===== config.mk =====
export PLATFORM = sky130hd
export DESIGN_NAME = femto_sequencer
export DESIGN_NICKNAME = d
export VERILOG_FILES = /design/src/rtl/femto_pkg.sv /design/src/rtl/femto_istore.sv /design/src/rtl/femto_sequencer.sv
export SDC_FILE = /design/constraint.sdc
export NUM_CORES = 1
export LEC_CHECK = 0
export CORE_MARGIN = 1
export CORE_UTILIZATION = 60
export DETAILED_ROUTE_END_ITERATION = 10
export PLACE_DENSITY = 0.89
export SYNTH_ARGS = -nofsm -noshare
export SYNTH_HDL_FRONTEND = slang
export SYNTH_SLANG_ARGS = --single-unit

===== constraint.sdc =====
create_clock -name clk -period 5.1 [get_ports clk]
set_input_delay 0.765 -clock clk [delete_from_list [all_inputs] [get_ports clk]]
set_output_delay 0.765 -clock clk [all_outputs]
set_load 0.01 [all_outputs]

===== src/rtl/femto_pkg.sv =====
// -----------------------------------------------------------------------------
// femto_pkg
//   Shared encodings for the femto sequencer and its instruction store.
//   - Mode (FSM state) and command encodings.
//   - Instruction field widths/offsets: op[2:0], reg_0[4:3], reg_1[6:5].
//   - cmd_to_mode(): maps an accepted command onto the state it selects.
// -----------------------------------------------------------------------------
package femto_pkg;

    // Instruction layout
    localparam int OP_W     = 3;
    localparam int RF_W     = 2;
    localparam int INSTR_W  = OP_W + 2 * RF_W;
    localparam int OP_LSB   = 0;
    localparam int RF0_LSB  = OP_LSB + OP_W;
    localparam int RF1_LSB  = RF0_LSB + RF_W;

    // Op 0 neither reads nor writes the register file, so a zero word is a
    // safe filler whenever nothing is issued.
    localparam logic [OP_W-1:0] OP_NOP = '0;

    // FSM state encoding (also driven on the mode output)
    localparam logic [1:0] MODE_IDLE = 2'b00;
    localparam logic [1:0] MODE_RUN  = 2'b01;
    localparam logic [1:0] MODE_FILL = 2'b10;
    localparam logic [1:0] MODE_STEP = 2'b11;

    // Command encoding on the cmd input
    localparam logic [1:0] CMD_STOP = 2'b00;
    localparam logic [1:0] CMD_RUN  = 2'b01;
    localparam logic [1:0] CMD_FILL = 2'b10;
    localparam logic [1:0] CMD_STEP = 2'b11;

    function automatic logic [1:0] cmd_to_mode(input logic [1:0] c);
        logic [1:0] m;
        case (c)
            CMD_STOP: m = MODE_IDLE;
            CMD_RUN:  m = MODE_RUN;
            CMD_FILL: m = MODE_FILL;
            default:  m = MODE_STEP;
        endcase
        return m;
    endfunction

endpackage


===== src/rtl/femto_istore.sv =====
// -----------------------------------------------------------------------------
// femto_istore
//   ENTRIES x IW instruction register array.
//   Ports:
//     clk, rst_n  clock / async active-low clear of every entry
//     we, waddr, wdata   synchronous write port
//     raddr, rdata       combinational read port (0 when raddr is out of range)
// -----------------------------------------------------------------------------
module femto_istore
    import femto_pkg::*;
#(
    parameter int ENTRIES = 6,
    parameter int IW      = INSTR_W,
    parameter int PW      = 3
) (
    input  logic          clk,
    input  logic          rst_n,
    input  logic          we,
    input  logic [PW-1:0] waddr,
    input  logic [IW-1:0] wdata,
    input  logic [PW-1:0] raddr,
    output logic [IW-1:0] rdata
);

    logic [IW-1:0] mem [ENTRIES];

    // NOTE: this array is small flops, not a RAM macro, so it can and must be
    // cleared by reset; a RAM-style store would be left out of the reset branch.
    always_ff @(posedge clk or negedge rst_n) begin
        if (!rst_n) begin
            for (int i = 0; i < ENTRIES; i++) begin
                mem[i] <= '0;
            end
        end else if (we) begin
            mem[waddr] <= wdata;
        end
    end

    // The sequencer keeps raddr below count, but guard the index anyway so an
    // unused pointer value can never select a non-existent entry.
    always_comb begin
        rdata = '0;
        if (int'(raddr) < ENTRIES) begin
            rdata = mem[raddr];
        end
    end

endmodule


===== src/rtl/femto_sequencer.sv =====
// -----------------------------------------------------------------------------
// femto_sequencer
//   Instruction sequencer for the 4-bit femto datapath. Holds a small
//   instruction store that is filled sequentially and then issued either
//   continuously (RUN, looping over the filled length) or one at a time (STEP).
//   Ports:
//     clk, rst_n              clock / async active-low reset
//     cmd_valid, cmd          one-cycle mode command (STOP/RUN/FILL/STEP)
//     wr_valid, wr_instr      instruction write, honoured in FILL only
//     instr_out, instr_valid  registered issued instruction + qualifier
//     mode, pc, count         registered state
//     full                    count == ENTRIES
//     overflow                sticky: a write was attempted while full
// -----------------------------------------------------------------------------
module femto_sequencer
    import femto_pkg::*;
#(
    parameter int ENTRIES = 6,
    parameter int IW      = INSTR_W,
    parameter int PW      = 3
) (
    input  logic          clk,
    input  logic          rst_n,
    input  logic          cmd_valid,
    input  logic [1:0]    cmd,
    input  logic          wr_valid,
    input  logic [IW-1:0] wr_instr,
    output logic [IW-1:0] instr_out,
    output logic          instr_valid,
    output logic [1:0]    mode,
    output logic [PW-1:0] pc,
    output logic [PW-1:0] count,
    output logic          full,
    output logic          overflow
);

    logic [1:0]    mode_q, mode_d;
    logic [PW-1:0] pc_q, pc_d;
    logic [PW-1:0] count_q, count_d;
    logic          ovf_q, ovf_d;
    logic [IW-1:0] instr_q, instr_d;
    logic          valid_q, valid_d;

    logic          issue;
    logic          wr_accept;
    logic          we;
    logic [IW-1:0] rdata;

    assign full = (count_q == PW'(ENTRIES));

    // RUN and STEP both issue mem[pc] on the edge that leaves the state's cycle,
    // including the cycle a command arrives in.
    assign issue     = ((mode_q == MODE_RUN) || (mode_q == MODE_STEP)) && (count_q != '0);
    // A command in the same cycle wins over a write.
    assign wr_accept = (mode_q == MODE_FILL) && wr_valid && !cmd_valid;
    assign we        = wr_accept && !full;

    femto_istore #(
        .ENTRIES (ENTRIES),
        .IW      (IW),
        .PW      (PW)
    ) u_istore (
        .clk   (clk),
        .rst_n (rst_n),
        .we    (we),
        .waddr (count_q),
        .wdata (wr_instr),
        .raddr (pc_q),
        .rdata (rdata)
    );

    // NOTE: every signal assigned here gets a default first, so no path through
    // the block leaves one unassigned and no latch is inferred.
    always_comb begin
        mode_d  = mode_q;
        pc_d    = pc_q;
        count_d = count_q;
        ovf_d   = ovf_q;
        valid_d = issue;
        instr_d = issue ? rdata : {{(IW-OP_W){1'b0}}, OP_NOP};

        if (issue) begin
            pc_d = (pc_q == count_q - PW'(1)) ? '0 : pc_q + PW'(1);
        end

        if (wr_accept) begin
            if (full) begin
                ovf_d = 1'b1;
            end else begin
                count_d = count_q + PW'(1);
            end
        end

        // Entry actions override the issue-driven pc update above.
        if (cmd_valid) begin
            mode_d = cmd_to_mode(cmd);
            case (cmd)
                CMD_FILL: begin
                    count_d = '0;
                    pc_d    = '0;
                    ovf_d   = 1'b0;
                end
                CMD_RUN: begin
                    if (mode_q == MODE_FILL) begin
                        pc_d = '0;
                    end
                end
                default: ;
            endcase
        end else if (mode_q == MODE_STEP) begin
            mode_d = MODE_IDLE;
        end
    end

    // NOTE: state registers use non-blocking assignments so every flop samples
    // the pre-edge values regardless of statement order.
    always_ff @(posedge clk or negedge rst_n) begin
        if (!rst_n) begin
            mode_q  <= MODE_IDLE;
            pc_q    <= '0;
            count_q <= '0;
            ovf_q   <= 1'b0;
            instr_q <= '0;
            valid_q <= 1'b0;
        end else begin
            mode_q  <= mode_d;
            pc_q    <= pc_d;
            count_q <= count_d;
            ovf_q   <= ovf_d;
            instr_q <= instr_d;
            valid_q <= valid_d;
        end
    end

    assign mode        = mode_q;
    assign pc          = pc_q;
    assign count       = count_q;
    assign overflow    = ovf_q;
    assign instr_out   = instr_q;
    assign instr_valid = valid_q;

endmodule

==> qor.yml <==
status: "finished clean"
cts-resized-gates: 0
numPlacedInstances: 276
design_area_sq_mm: 0.00331
grt_max_degree: 60
synth.most_common_cell: "dfrtp_1"
clk_pin_slew_ps: 60
path_buf_inv: 1
clock-root-buffer: "clkbuf_8"
drcViolationCount: 0
leakagePower_nw: 1.55
crit_fanout: 19
clock_skew_ps: 7.01
maxSlewViolCount: 0
rrSetupSlack_ps: 2780
hold_viol_final: 0
ys_warn_count: 0
first_global_vias: 1821
crit_type: "reg -> out"
cts.sinks: 59
antenna_found_initial: 0
cts_buffers: 9
rsz0062_at_grt: "false"
hpwl_mm: 3.48
hold-path-cell-count: 1
worstHoldEndpoint: "u_istore.mem[1]$_DFFE_PN0P_"
ys_seq_area_share_pct: 53.4
ir_drop_mv: 0.257
min_period_over_period_pct: 54.9
placed_cell_area_sq_mm: 0.00310
critPathRequiredTime_ps: 4340
cp_top_family: "flip-flops"
htreeDepth: 3
crit_arrival_ps: 2030
track_usage_pct: 25.1
r2r_end: "u_istore.mem[9]$_DFFE_PN0P_"
initial_core_util_pct: 63.1
rows: 24
finalCoreUtilization_pct: 75.6
n_antenna_cell: 0
syn2layout_area_growth_pct: 19.8
die_w_um: 69.9
max_stage_delay_ps: 980
drt_wl_total_mm: 5.32
final_nets: 256
min_from: "u_istore.mem[1]$_DFFE_PN0P_"
synth_top_area_share_pct: 53.4
powerDensity_mw_per_mm2: 462
cp_cell_sequence: "clkdlybuf4s50_1"
vias: 1710
end_kind: "output pin"
cts_tree: "built"
gp_congestion: 0.803
synth_area_leaders: "dfrtp_1 (53%), mux2_2 (20%), mux4_2 (5.7%)"
first_pass_iters: 4
reg2reg_depth: 6
crit_path_start_kind: "register"
fillers: 272
clkLatencyLatePin_ps: 340
cts_hold_buf: 0
min_period_ps: 2800
max_freq_mhz: 357
ys.flop_type: "dfrtp_1"
syn_area_sq_mm: 0.00277
hold_path.class: "reg -> reg"
yosys.area.top_type: "dfrtp_1"
stdcell_count: 291
post_cts_buffers: 0
ioPinCount: 31
drive_above_1_share_pct: 34.7
maxCapViolations: 0
fp.dieArea_sq_mm: 0.00488
fp.dieH_um: 69.9
clock_path_buffers: 2
core_area_sq_mm: 0.00438
yosysUniqueCellTypes: 31
syn_area_per_cell_sq_um: 13.8
synth_common_cells: "dfrtp_1 (59), mux2_2 (49), a21oi_1 (10), nor2_1 (10)"
dr.first_iter.drc_count: 86
total_power_mw: 1.53
viasPerCell: 5.88
synth_seq_cells: 59
overflow: 0
slew_headroom_pct: 35.1
drtAntennaViolNets: 0
syn_inst: 201
r2r_start: "count[0]$_DFF_PN0_"
syn_nets: 222
worst_slew_pin_slew_ps: 974
slowest_stage: "dfrtp_1"
synth_edf_count: 0
grt_pass1_wl_mm: 8.96
setup_viol: 0
io_buffers: 30
tns_ps: 0
post_drt_wl_per_cell_um: 18.3
async_flop_share_pct: 100
placed cells by master, fill, tap and decap left out:
cell type,netlist,routed
a21oi_1,10,10
a22oi_1,7,7
a31oi_1,2,2
and2_2,1,1
and3_1,1,1
and4bb_1,1,1
buf_2,4,1
buf_4,1,2
bufinv_16,0,2
clkbuf_8,0,10
clkdlybuf4s50_1,0,29
clkinv_2,0,2
clkinvlp_4,0,1
dfrtp_1,59,59
ha_1,8,8
inv_1,8,8
mux2_2,49,49
mux4_2,7,7
nand2_1,4,4
nand2b_1,4,4
nand3_1,1,1
nand3_2,2,2
nand3b_1,1,1
nand4_2,1,1
nor2_1,10,10
nor2_4,3,3
nor3_1,1,1
o21ai_0,4,4
or2b_1,1,1
or3_2,1,1
or3b_2,1,1
or4b_1,1,1
xnor2_1,3,3
xor3_1,1,1
layer usage:
layer / vias to the layer above / global-route usage [%] / share of wire [%]
li1: 785 / - / -
met1: 874 / 30.6 / 43
met2: 41 / 41.5 / 51
met3: 10 / 7.50 / 4.4
met4: 0 / 10.9 / 1.7
met5: - / 0 / 0
layout make-up:
class                      instances  area [sq um]  share of cell area, %
inverter                           8          30.0                  0.906
sequential                        59          1480                   44.6
clock buffer                      10           138                   4.15
clock inverter                     5          77.6                   2.34
tap                               52          65.1                   1.96
timing repair buffer              32           310                   9.37
multi-input combinational        125          1220                   36.7
worst max-delay path by stage:
stage | start | to | slack (ps) | cells after the start
finish | pc[0]$_DFF_PN0_ | pc[0] | 2300 | 1
global route | pc[0]$_DFF_PN0_ | pc[0] | 2180 | 1
CTS | pc[0]$_DFF_PN0_ | pc[0] | 2240 | 1
detailed placement | cmd_valid | u_istore.mem[10]$_DFFE_PN0P_ | 2180 | 4
global placement | cmd_valid | u_istore.mem[13]$_DFFE_PN0P_ | 2210 | 4
floorplan | count[1]$_DFF_PN0_ | pc[2]$_DFF_PN0_ | 2950 | 7
state kept, by name (all words and copies together), names as in the netlist:
| name | flops |
|---|---|
| mode | 2 |
| count | 3 |
| u_istore.mem | 42 |
| pc | 3 |
| instr_valid | 1 |
| overflow | 1 |
| instr_out | 7 |
metrics by stage:
step	hold slack, ps	setup WS (ps)
final	504	2300
after global routing	524	2180
after CTS	508	2240
after detailed placement	491	2180
after global placement	484	2210
after floorplan	469	2950
report_power, final:
group | internal, mW | switching [mW]
combinational | 0.243 | 0.146
clock | 0.283 | 0.174
sequential | 0.570 | 0.114
cell families after synthesis:
kind of cell,Yosys count,share of synthesized area [%]
adder cells (fa/ha/maj),8,3.62
XOR/XNOR,4,1.81
AO/OA/AOI/OAI,23,4.89
buffers and inverters,17,2.62
AND/OR/NAND/NOR,34,8.01
multiplexers,56,25.7
flip-flops,59,53.4
No activity file was read; power rests on OpenSTA's default activity.
